--- src/rtl/cgra_pe_v2_if.sv ---
// Per-PE memory port: request/ready handshake between the PE (master) and its memory (slave).
interface cgra_pe_v2_if #(
  parameter int unsigned DATA_WIDTH    = 32,
  parameter int unsigned ADDRESS_WIDTH = 16
) ();
  logic                     mem_req;
  logic                     mem_we;
  logic [ADDRESS_WIDTH-1:0] mem_addr;
  logic [DATA_WIDTH-1:0]    mem_wdata;
  logic                     mem_ready;
  logic [DATA_WIDTH-1:0]    mem_rdata;

  modport master (
    output mem_req, mem_we, mem_addr, mem_wdata,
    input  mem_ready, mem_rdata
  );

  modport slave (
    input  mem_req, mem_we, mem_addr, mem_wdata,
    output mem_ready, mem_rdata
  );
endinterface

--- src/rtl/cgra_pe_v2.sv ---
// CGRA processing element: context memory, windowed context sequencer, ALU and stalling memory port.
module cgra_pe_v2 #(
  parameter int unsigned DATA_WIDTH    = 32,
  parameter int unsigned ADDRESS_WIDTH = 16,
  parameter int unsigned NEIGHBOR_NUM  = 4,
  parameter int unsigned CONTEXT_DEPTH = 16,
  parameter int unsigned SWITCH_CYCLES = 4,
  localparam int unsigned NSEL_W = ($clog2(NEIGHBOR_NUM + 1) > 1) ? $clog2(NEIGHBOR_NUM + 1) : 1,
  localparam int unsigned CIDX_W = ($clog2(CONTEXT_DEPTH) > 1) ? $clog2(CONTEXT_DEPTH) : 1
) (
  input  logic                               clk,
  input  logic                               reset_n,
  input  logic                               cfg_write,
  input  logic [CIDX_W-1:0]                  cfg_index,
  input  logic [NSEL_W-1:0]                  cfg_src1,
  input  logic [NSEL_W-1:0]                  cfg_src2,
  input  logic [3:0]                         cfg_op,
  input  logic [DATA_WIDTH-1:0]              cfg_const,
  input  logic [CIDX_W:0]                    num_contexts,
  input  logic                               run_enable,
  input  logic                               ctx_restart,
  input  logic [NEIGHBOR_NUM*DATA_WIDTH-1:0] pe_in,
  output logic [DATA_WIDTH-1:0]              pe_out,
  output logic [CIDX_W-1:0]                  ctx_index,
  output logic                               iter_done,
  output logic                               stall,
  cgra_pe_v2_if.master                       mem
);

  localparam int unsigned CNT_W = ($clog2(SWITCH_CYCLES) > 1) ? $clog2(SWITCH_CYCLES) : 1;
  localparam int unsigned SH_W  = ($clog2(DATA_WIDTH) > 1) ? $clog2(DATA_WIDTH) : 1;
  localparam logic [CNT_W-1:0] CNT_LAST = CNT_W'(SWITCH_CYCLES - 1);
  localparam logic [CIDX_W:0]  DEPTH_C  = (CIDX_W + 1)'(CONTEXT_DEPTH);

  localparam logic [3:0] OP_NOP   = 4'd0;
  localparam logic [3:0] OP_ADD   = 4'd1;
  localparam logic [3:0] OP_SUB   = 4'd2;
  localparam logic [3:0] OP_MUL   = 4'd3;
  localparam logic [3:0] OP_DIV   = 4'd4;
  localparam logic [3:0] OP_CONST = 4'd5;
  localparam logic [3:0] OP_LOAD  = 4'd6;
  localparam logic [3:0] OP_STORE = 4'd7;
  localparam logic [3:0] OP_ROUTE = 4'd8;
  localparam logic [3:0] OP_AND   = 4'd9;
  localparam logic [3:0] OP_OR    = 4'd10;
  localparam logic [3:0] OP_XOR   = 4'd11;
  localparam logic [3:0] OP_SHL   = 4'd12;
  localparam logic [3:0] OP_SHR   = 4'd13;
  localparam logic [3:0] OP_LT    = 4'd14;
  localparam logic [3:0] OP_ADDC  = 4'd15;

  typedef enum logic [1:0] {ST_IDLE, ST_ISSUE, ST_MEM, ST_WAIT} state_e;

  typedef struct packed {
    logic [3:0]            op;
    logic [NSEL_W-1:0]     src1;
    logic [NSEL_W-1:0]     src2;
    logic [DATA_WIDTH-1:0] cval;
  } ctx_t;

  state_e                   state_q, state_d;
  logic [CNT_W-1:0]         cnt_q, cnt_d;
  logic [CIDX_W-1:0]        ctx_q, ctx_d;
  logic [DATA_WIDTH-1:0]    pe_out_q, pe_out_d;
  logic                     iter_q, iter_d;
  logic                     req_q, req_d;
  logic                     we_q, we_d;
  logic [ADDRESS_WIDTH-1:0] addr_q, addr_d;
  logic [DATA_WIDTH-1:0]    wdata_q, wdata_d;
  ctx_t                     ctx_mem_q [CONTEXT_DEPTH];
  ctx_t                     ctx_mem_d [CONTEXT_DEPTH];

  ctx_t                     entry;
  logic [DATA_WIDTH-1:0]    op_a, op_b, alu;
  logic [SH_W-1:0]          shamt;
  logic [CIDX_W:0]          n_eff, last_ctx;
  logic                     pending, done, stall_c;

  // Effective context count, clamped to [1, CONTEXT_DEPTH]
  always_comb begin
    if (num_contexts == '0) n_eff = (CIDX_W + 1)'(1);
    else if (num_contexts > DEPTH_C) n_eff = DEPTH_C;
    else n_eff = num_contexts;
    last_ctx = n_eff - (CIDX_W + 1)'(1);
  end

  // Operand selection from neighbour slices; out-of-range selects read zero
  always_comb begin
    entry = ctx_mem_q[ctx_q];
    op_a  = '0;
    op_b  = '0;
    for (int unsigned k = 0; k < NEIGHBOR_NUM; k++) begin
      if (entry.src1 == NSEL_W'(k)) op_a = pe_in[k*DATA_WIDTH +: DATA_WIDTH];
      if (entry.src2 == NSEL_W'(k)) op_b = pe_in[k*DATA_WIDTH +: DATA_WIDTH];
    end
  end

  // Datapath result for the register-writing opcodes
  always_comb begin
    shamt = op_b[SH_W-1:0];
    case (entry.op)
      OP_ADD:   alu = op_a + op_b;
      OP_SUB:   alu = op_a - op_b;
      OP_MUL:   alu = op_a * op_b;
      OP_DIV:   alu = (op_b == '0) ? '1 : op_a / op_b;
      OP_CONST: alu = entry.cval;
      OP_ROUTE: alu = op_a;
      OP_AND:   alu = op_a & op_b;
      OP_OR:    alu = op_a | op_b;
      OP_XOR:   alu = op_a ^ op_b;
      OP_SHL:   alu = op_a << shamt;
      OP_SHR:   alu = op_a >> shamt;
      OP_LT:    alu = DATA_WIDTH'(op_a < op_b);
      OP_ADDC:  alu = op_a + entry.cval;
      default:  alu = '0;
    endcase
  end

  // Sequencer, issue, memory handshake and configuration writes
  always_comb begin
    cnt_d     = cnt_q;
    ctx_d     = ctx_q;
    pe_out_d  = pe_out_q;
    iter_d    = 1'b0;
    req_d     = req_q;
    we_d      = we_q;
    addr_d    = addr_q;
    wdata_d   = wdata_q;
    ctx_mem_d = ctx_mem_q;
    stall_c   = 1'b0;
    state_d   = state_q;
    pending   = (state_q == ST_MEM);
    done      = pending && mem.mem_ready;

    if (done) begin
      req_d = 1'b0;
      we_d  = 1'b0;
      if (!we_q) pe_out_d = mem.mem_rdata;
    end

    if (cfg_write) begin
      ctx_mem_d[cfg_index] = '{op: cfg_op, src1: cfg_src1, src2: cfg_src2, cval: cfg_const};
    end

    if (ctx_restart) begin
      // Dropping req abandons any outstanding transaction
      cnt_d = '0;
      ctx_d = '0;
      req_d = 1'b0;
      we_d  = 1'b0;
    end else if (!cfg_write && (run_enable || pending)) begin
      if (cnt_q == CNT_LAST) begin
        if (pending && !mem.mem_ready) begin
          stall_c = 1'b1;
        end else begin
          cnt_d = '0;
          if ({1'b0, ctx_q} >= last_ctx) begin
            ctx_d  = '0;
            iter_d = 1'b1;
          end else begin
            ctx_d = ctx_q + CIDX_W'(1);
          end
        end
      end else begin
        cnt_d = cnt_q + CNT_W'(1);
      end

      if (cnt_q == '0 && run_enable) begin
        case (entry.op)
          OP_NOP: ;
          OP_LOAD: begin
            req_d  = 1'b1;
            we_d   = 1'b0;
            addr_d = op_a[ADDRESS_WIDTH-1:0];
          end
          OP_STORE: begin
            req_d   = 1'b1;
            we_d    = 1'b1;
            addr_d  = op_a[ADDRESS_WIDTH-1:0];
            wdata_d = op_b;
          end
          default: pe_out_d = alu;
        endcase
      end
    end

    if (req_d) state_d = ST_MEM;
    else if (!run_enable) state_d = ST_IDLE;
    else if (cnt_d == '0) state_d = ST_ISSUE;
    else state_d = ST_WAIT;
  end

  // State and datapath registers
  always_ff @(posedge clk or negedge reset_n) begin
    if (!reset_n) begin
      state_q   <= ST_IDLE;
      cnt_q     <= '0;
      ctx_q     <= '0;
      pe_out_q  <= '0;
      iter_q    <= 1'b0;
      req_q     <= 1'b0;
      we_q      <= 1'b0;
      addr_q    <= '0;
      wdata_q   <= '0;
      ctx_mem_q <= '{default: '0};
    end else begin
      state_q   <= state_d;
      cnt_q     <= cnt_d;
      ctx_q     <= ctx_d;
      pe_out_q  <= pe_out_d;
      iter_q    <= iter_d;
      req_q     <= req_d;
      we_q      <= we_d;
      addr_q    <= addr_d;
      wdata_q   <= wdata_d;
      ctx_mem_q <= ctx_mem_d;
    end
  end

  assign pe_out        = pe_out_q;
  assign ctx_index     = ctx_q;
  assign iter_done     = iter_q;
  assign stall         = stall_c;
  assign mem.mem_req   = req_q;
  assign mem.mem_we    = we_q;
  assign mem.mem_addr  = addr_q;
  assign mem.mem_wdata = wdata_q;

endmodule
--- src/flat_wrapper.sv ---
// flat-port wrapper written by rule: the top's interface ports become plain ports
module cgra_pe_v2_flat 
#(
  parameter int unsigned DATA_WIDTH    = 32,
  parameter int unsigned ADDRESS_WIDTH = 16,
  parameter int unsigned NEIGHBOR_NUM  = 4,
  parameter int unsigned CONTEXT_DEPTH = 16,
  parameter int unsigned SWITCH_CYCLES = 4,
  localparam int unsigned NSEL_W = ($clog2(NEIGHBOR_NUM + 1) > 1) ? $clog2(NEIGHBOR_NUM + 1) : 1,
  localparam int unsigned CIDX_W = ($clog2(CONTEXT_DEPTH) > 1) ? $clog2(CONTEXT_DEPTH) : 1
)
  (clk, reset_n, cfg_write, cfg_index, cfg_src1, cfg_src2, cfg_op, cfg_const, num_contexts, run_enable, ctx_restart, pe_in, pe_out, ctx_index, iter_done, stall, mem_mem_req, mem_mem_we, mem_mem_addr, mem_mem_wdata, mem_mem_ready, mem_mem_rdata);
  cgra_pe_v2_if #(.DATA_WIDTH(DATA_WIDTH), .ADDRESS_WIDTH(ADDRESS_WIDTH)) mem_i ();
  input  logic clk;
  input  logic reset_n;
  input  logic cfg_write;
  input  logic [CIDX_W-1:0] cfg_index;
  input  logic [NSEL_W-1:0] cfg_src1;
  input  logic [NSEL_W-1:0] cfg_src2;
  input  logic [3:0] cfg_op;
  input  logic [DATA_WIDTH-1:0] cfg_const;
  input  logic [CIDX_W:0] num_contexts;
  input  logic run_enable;
  input  logic ctx_restart;
  input  logic [NEIGHBOR_NUM*DATA_WIDTH-1:0] pe_in;
  output logic [DATA_WIDTH-1:0] pe_out;
  output logic [CIDX_W-1:0] ctx_index;
  output logic iter_done;
  output logic stall;
  output wire logic [$bits(mem_i.mem_req)-1:0] mem_mem_req;
  output wire logic [$bits(mem_i.mem_we)-1:0] mem_mem_we;
  output wire logic [$bits(mem_i.mem_addr)-1:0] mem_mem_addr;
  output wire logic [$bits(mem_i.mem_wdata)-1:0] mem_mem_wdata;
  input wire logic [$bits(mem_i.mem_ready)-1:0] mem_mem_ready;
  input wire logic [$bits(mem_i.mem_rdata)-1:0] mem_mem_rdata;
  assign mem_mem_req = mem_i.mem_req;
  assign mem_mem_we = mem_i.mem_we;
  assign mem_mem_addr = mem_i.mem_addr;
  assign mem_mem_wdata = mem_i.mem_wdata;
  assign mem_i.mem_ready = mem_mem_ready;
  assign mem_i.mem_rdata = mem_mem_rdata;
  cgra_pe_v2 #(.DATA_WIDTH(DATA_WIDTH), .ADDRESS_WIDTH(ADDRESS_WIDTH), .NEIGHBOR_NUM(NEIGHBOR_NUM), .CONTEXT_DEPTH(CONTEXT_DEPTH), .SWITCH_CYCLES(SWITCH_CYCLES)) u_core (.clk(clk), .reset_n(reset_n), .cfg_write(cfg_write), .cfg_index(cfg_index), .cfg_src1(cfg_src1), .cfg_src2(cfg_src2), .cfg_op(cfg_op), .cfg_const(cfg_const), .num_contexts(num_contexts), .run_enable(run_enable), .ctx_restart(ctx_restart), .pe_in(pe_in), .pe_out(pe_out), .ctx_index(ctx_index), .iter_done(iter_done), .stall(stall), .mem(mem_i));
endmodule
--- config.mk ---
export PLATFORM = sky130hd
export DESIGN_NAME = cgra_pe_v2_flat
export DESIGN_NICKNAME = d
export VERILOG_FILES = /design/src/rtl/cgra_pe_v2_if.sv /design/src/rtl/cgra_pe_v2.sv /design/src/flat_wrapper.sv
export SDC_FILE = /design/constraint.sdc
export NUM_CORES = 2
export LEC_CHECK = 0
export CORE_MARGIN = 1
export CORE_UTILIZATION = 25
export CTS_CLUSTER_SIZE = 12
export DETAILED_ROUTE_END_ITERATION = 7
export GPL_TIMING_DRIVEN = 0
export HOLD_SLACK_MARGIN = 0.12
export PLACE_DENSITY_LB_ADDON = 0.15
export SLEW_MARGIN = 5
export SYNTH_ARGS = -nofsm -noshare
export SYNTH_HDL_FRONTEND = slang
export SYNTH_SLANG_ARGS = --single-unit
export TNS_END_PERCENT = 10
--- constraint.sdc ---
create_clock -name clk -period 90.1 [get_ports clk]
set_input_delay 22.525 -clock clk [delete_from_list [all_inputs] [get_ports clk]]
set_output_delay 22.525 -clock clk [all_outputs]
set_load 0.02 [all_outputs]
### Yosys cells after proc, flatten, opt, wreduce, memory -nomap -nowiden

Cells that the tools add are included.

* flip-flop bits (word level): 763
* output and inout port bits: 88
* input bits: 217
* logic and storage cells: 196

* shift-type cells: 2
* div/mod/pow operators: 1
* bitwise gates (word level): 6
* multipliers: 1
* reductions and logical operators: 22
* order comparisons: 6
* add/subtract/negate cells: 6
* multiplexer cells: 55
* eq/ne operators: 24

Operators with widths (count)
* 672-bit bitwise mux: 1
* 32-bit two-way mux: 15
* 32-bit one-hot mux with 13 select lines: 1
* 42-bit binary-select mux with 4-bit select: 1
* 42-bit demux with 4-bit select: 1
* 42-bit two-way mux: 3
* 32-bit adder: 2
* 32-bit AND: 1
* 32-bit by 32-bit divider with 32-bit output: 1
* 4-bit == test (second input constant): 8
* 32-bit logical NOT: 1
* 32-bit < comparator: 1
* 32-bit by 32-bit multiplier with 32-bit output: 1
* 32-bit bitwise OR: 1
* 32-bit by 5-bit << shifter with 32-bit output: 1
* 32-bit by 5-bit >> shifter with 32-bit output: 1
* 32-bit subtractor: 1
* 32-bit bitwise XOR: 1
* 4-bit two-way mux: 5
* 1-bit two-way mux: 18
* 4-bit by 3-bit == test with 1-bit output (second input constant): 4
* 2-bit two-way mux: 7
* 3-bit by 2-bit == test with 1-bit output (second input constant): 4
* 5-bit greater-or-equal comparator (second input constant): 2
* other kinds (27): 41

### Logic depth before layout (Yosys ltp)

* depth after elaboration: 16
* gate-level depth with buffers: 418
* mapped depth without buffers: 373

### Worst setup path before layout

OpenSTA, ideal clock, no wires.

* path kind: input to register
* start point: input pe_in[96]
* end point: register u_core.pe_out_q[0], in the netlist u_core.pe_out[0]
* required time: 89964 ps
* buffers on the path: 53
* arrival: 102439 ps
* setup time: 136 ps
* slack: -12475 ps
* stages: 386
* cells stage by stage: mux2i_1 -> nand2_1 -> and3_1 -> clkbuf_1 -> inv_1 -> clkbuf_1 -> clkbuf_1 -> buf_1 -> clkbuf_1 -> ha_1 -> nand4_1 -> o41a_1 -> nor2_1 -> ha_1 -> or3_1 -> nand3_1 -> or4_1 -> o21ai_0 -> (+350 left out) -> ha_1 -> a21boi_0 -> o21a_1 -> o21a_1 -> o21a_1 -> o21a_1 -> o21a_1 -> o21a_1 -> o21a_1 -> o21a_1 -> o21a_1 -> o21ai_0 -> nand2b_1 -> a21oi_1 -> o21ai_0 -> a211o_1 -> nand2_1 -> a32oi_1

* word-level cells in the longest chain between the ends: 8
* elaborated cells between the ends (all ways): 20
* classes of those cells: 3 x add/sub; 1 x mul; 1 x div; 1 x order compare; 2 x shift; 8 x mux; 3 x bitwise; 1 x reduce/logical

Ends and longest elaborated chain
* from (decl): line flat_wrapper.sv:25 `input logic [NEIGHBOR_NUM*DATA_WIDTH-1:0] pe_in;`
* 32-bit two-way mux, on equally long branches: line cgra_pe_v2.sv:93, cgra_pe_v2.sv:94
* 32-bit by 32-bit divider with 32-bit output or 32-bit logical NOT (tied branches): line cgra_pe_v2.sv:105 `OP_DIV: alu = (op_b == '0) ? '1 : op_a / op_b;`
* 32-bit two-way mux: line cgra_pe_v2.sv:105
* 32-bit one-hot mux with 13 select lines (*): line cgra_pe_v2.sv:101 `case (entry.op)`
* 32-bit two-way mux (*): line cgra_pe_v2.sv:169 `case (entry.op)`
* 32-bit two-way mux (*): line cgra_pe_v2.sv:168 `if (cnt_q == '0 && run_enable) begin`
* 32-bit two-way mux (*): line cgra_pe_v2.sv:151 `end else if (!cfg_write && (run_enable || pending)) begin`
* 32-bit two-way mux (*): line cgra_pe_v2.sv:145 `if (ctx_restart) begin`
* net u_core.pe_out_d[0]: line cgra_pe_v2.sv:64 `logic [DATA_WIDTH-1:0] pe_out_q, pe_out_d;`
* to (signal assigned): line cgra_pe_v2.sv:210 `pe_out_q <= pe_out_d;`
* to (decl): line cgra_pe_v2.sv:64

The timed path passes the listed nets; every way through them passes the cells marked *.
A chain may end at the register's enable or synchronous reset.

### Worst setup path after layout

* start point: input pe_in[36]
* end point: register u_core.pe_out_q[0], in the netlist u_core.pe_out[0]

* word-level cells in the longest chain between the ends: 10
* elaborated cells between the ends (all ways): 17
* classes of those cells: 1 x div; 1 x order compare; 2 x shift; 12 x mux; 1 x reduce/logical

Ends and longest elaborated chain (line)
* 32-bit two-way mux, on equally long branches (3 in a row): cgra_pe_v2.sv:93, cgra_pe_v2.sv:94
* 32-bit by 32-bit divider with 32-bit output or 32-bit logical NOT (tied branches): cgra_pe_v2.sv:105
* 32-bit two-way mux: cgra_pe_v2.sv:105
* 32-bit one-hot mux with 13 select lines (*): cgra_pe_v2.sv:101
* 32-bit two-way mux (*): cgra_pe_v2.sv:169
* 32-bit two-way mux (*): cgra_pe_v2.sv:168
* 32-bit two-way mux (*): cgra_pe_v2.sv:151
* 32-bit two-way mux (*): cgra_pe_v2.sv:145
* net u_core.pe_out_d[0]: cgra_pe_v2.sv:64

Marks and branches as above.

==> impl_metrics.py <==
metrics = {
    "floorplanning": {
        "die_w_um": 597.6,
        "rows": 218,
        "core_um2": 352700,
        "start_util_pct": 25.15,
        "die-area_um2": 357100,
        "ios": 305,
        "die_h_um": 597.6,
    },
    "sta": {
        "setup_viol": 4,
        "fin_worst_skew_ns": 0.1167,
        "rsz0062_at_grt": "yes",
        "fmax_ghz": 0.01013,
        "tightest_slew_ns": 1.548,
        "fin_crit_sh_pct": 109.6,
        "final_hold_viol_count": 0,
        "tns_ns": -17.48,
        "period_minus_slack_ns": 98.74,
        "drv_slew": 14,
        "worst_slack_ns": -8.641,
        "slew-limit-headroom_pct": -3.224,
    },
    "global_route": {
        "grt_max_degree": 118,
        "grt_pass1_wl_um": 706900,
        "overflow": 0,
        "grtUsageTotal_pct": 28.20,
        "antenna_found_initial": 48,
        "grt_pass1_vias": 87754,
    },
    "synth": {
        "syn_inst": 10102,
        "synth-edff-count": 0,
        "postSynth.asyncResetShare_pct": 100.0,
        "synth_area_per_cell_um2": 8.779,
        "yosysWarnings": 0,
        "ys_types": 111,
        "yosys-top-cells-count": "nand2_1, nor2_1, ha_1",
        "synth.most_common_cell": "nand2_1",
        "synth_nets": 11518,
        "ys_seq_elements": 763,
        "yosysTopAreaCellShare_pct": 21.53,
        "ys.flop_type": "dfrtp_1",
        "synth_top_area_cell": "dfrtp_1",
        "syn_area_um2": 88690,
        "yosys-top-cells-area": "dfrtp_1, ha_1, mux2_2",
        "ys_seq_area_share_pct": 21.53,
    },
    "worst_setup_path": {
        "worstReg2RegStart": "u_core.ctx_index[3]",
        "timing.rr.end": "u_core.pe_out[0]",
        "start_kind": "input pin",
        "critical_path_required_ns": 90.78,
        "cp.depth": 377,
        "crit_slowest_cell": "clkdlybuf4s50_1",
        "timing.critical_path.buf_inv": 56,
        "reg2reg_depth": 386,
        "endpoint_kind": "register",
        "cp_max_fo": 10,
        "cp-startpoint": "pe_in[36]",
        "r2r_slack_ns": 9.47,
        "cp_data_arrival_time_ns": 99.43,
        "cp_slowest_stage_delay_ns": 0.60,
        "cp-endpoint": "u_core.pe_out[0]",
        "crit_family": "compound AO/OA/AOI/OAI gates",
        "critical_path_class": "input pin to register",
        "cpMostUsedCell": "o21a_1",
    },
    "routing": {
        "wl_um": 515600,
        "drtAntennaViolNets": 0,
        "drt-vias-per-instance": 5.527,
        "vias": 86516,
        "wl_per_cell_um": 32.94,
        "drtIter0Drc": 7847,
        "dr.pass1.iters": 6,
        "drc": 0,
    },
    "clocking": {
        "cts_inserted_buffers": 97,
        "clock_path_buffers": 4,
        "worstSkewPairLatency_ns": 0.89,
        "cts_tree": "yes",
        "htree_levels": 3,
        "cts.sinks": 763,
        "cts-root-buf": "clkbuf_16",
        "clk_pin_slew_ns": 0.05,
    },
    "placement": {
        "pre_cts_slack_ns": -29.64,
        "portBuffers": 301,
        "dp_hpwl_um": 405700,
        "place_congestion": 1.018,
        "placed_area_um2": 100400,
    },
    "layout": {
        "final_cell_area_um2": 108500,
        "area_delta_synth_final_pct": 22.34,
        "final_nets": 12245,
        "drive_above_1_share_pct": 19.57,
    },
    "job": {
        "cap_violations": 5,
    },
    "status": {
        "violations": "capacitance limit, slew limit, setup timing",
        "status": "complete, but fails checks",
    },
    "hold_path": {
        "hold_class": "register to register",
    },
}
worst register-to-register path: cells and delay by family, from the launching register on:
| kind | cells | cell delay, ns |
|---|---|---|
| AOI/OAI and AO/OA | 216 | 42.70 |
| DFF | 1 | 0.72 |
| muxes | 5 | 1.13 |
| adders and majority gates | 32 | 9.70 |
| and+or+nand+nor | 70 | 14.02 |
| buffers and inverters | 63 | 12.22 |
stage by stage:
step	utilization, %	instances	hold WS, ns
2_1_floorplan	-	10102	0.4739
3_3_place_gp	28.10	15133	0.4626
3_5_place_dp	28.48	15186	0.4706
4_1_cts	30.68	15608	0.4826
5_1_grt	30.75	15634	0.4924
6_report	30.76	15653	0.4749
cell usage in the layout (no fill, tap or decap), drive strengths merged, types with 80 or more instances in the layout:
master         netlist  layout
nand2             1114    1114
nor2               822     822
ha                 789     789
mux2               784     784
dfrtp              763     763
inv                687     695
clkbuf             403     533
o21ai              529     529
a21oi              527     527
buf                158     493
fa                 410     410
mux2i              320     320
xnor2              262     262
nor3               257     257
clkdlybuf4s50        0     237
a21o               175     175
o21a               174     174
nand3              165     165
xor2               155     155
mux4               104     104
a31oi              102     102
and3                95      95
nor2b               80      80
layer usage:
metal  up-vias  GRT usage, %  wire length [um]  share of wire, %
met5         -             0               118             0.023
met4        18         18.34             39850               7.7
met3      1079         4.793             33460               6.5
met2      3671         45.43            232500                45
met1     44290         34.74            209600                41
li1      37458             -                 -                 -
worst min-delay path by stage:
stage                     cells after the start                  endpoint                      from  slack, ns
after global placement                        2   u_core.mem.mem_wdata[9]   u_core.mem.mem_wdata[9]       0.46
after CTS                                     2  u_core.mem.mem_wdata[30]  u_core.mem.mem_wdata[30]       0.48
after detailed placement                      2  u_core.mem.mem_wdata[30]  u_core.mem.mem_wdata[30]       0.47
after global routing                          2   u_core.mem.mem_wdata[9]   u_core.mem.mem_wdata[9]       0.49
after floorplan                               1     u_core.ctx_mem_q[499]     u_core.ctx_mem_q[499]       0.47
final                                         2   u_core.mem.mem_wdata[9]   u_core.mem.mem_wdata[9]       0.47
final cells by class:
class                      count  area [um^2]
inverter                     710         2671
fill                       37088       244200
buffer                       557         3543
timing repair buffer         632         6200
sequential                   763        19090
multi-input combinational   8068        67960
tap                         4730         5918
clock buffer                 133         2703
clock inverter                32        340.3
antenna                       28        70.07
logic make-up (layout without fill, tap and decap cells):
family | Yosys count | count (layout) | synth area share, %
xor gates and xnor gates | 417 | 417 | 4.118
adders and majority gates | 1199 | 1199 | 20.39
AOI/OAI and AO/OA | 2253 | 2253 | 16.77
and+or+nand+nor | 2991 | 2991 | 15.38
other | 0 | 28 | 0
buffers and inverters | 1271 | 2064 | 5.595
muxes | 1208 | 1208 | 16.22
DFF | 763 | 763 | 21.53
what timing repair did:
| item | CTS | global route |
|---|---|---|
| pin swaps | 233 | 29 |
| resized for setup | 626 | 20 |
| gates cloned | 3 | 0 |
| setup endpoints to repair | 8 | 5 |
| hold buffers | 0 | 0 |
| buffers inserted | 258 | 15 |
sequential cells by signal, indices dropped and copies added (netlist names):
signal,flops
u_core.ctx_mem_q,672
u_core.iter_done,1
u_core.mem.mem_req,1
u_core.state_q,2
u_core.mem.mem_we,1
u_core.cnt_q,2
u_core.ctx_index,4
u_core.mem.mem_wdata,32
u_core.mem.mem_addr,16
u_core.pe_out,32
Power is not shown: default switching activity piles up to over one toggle a cycle in this logic, so the estimate is an artifact.
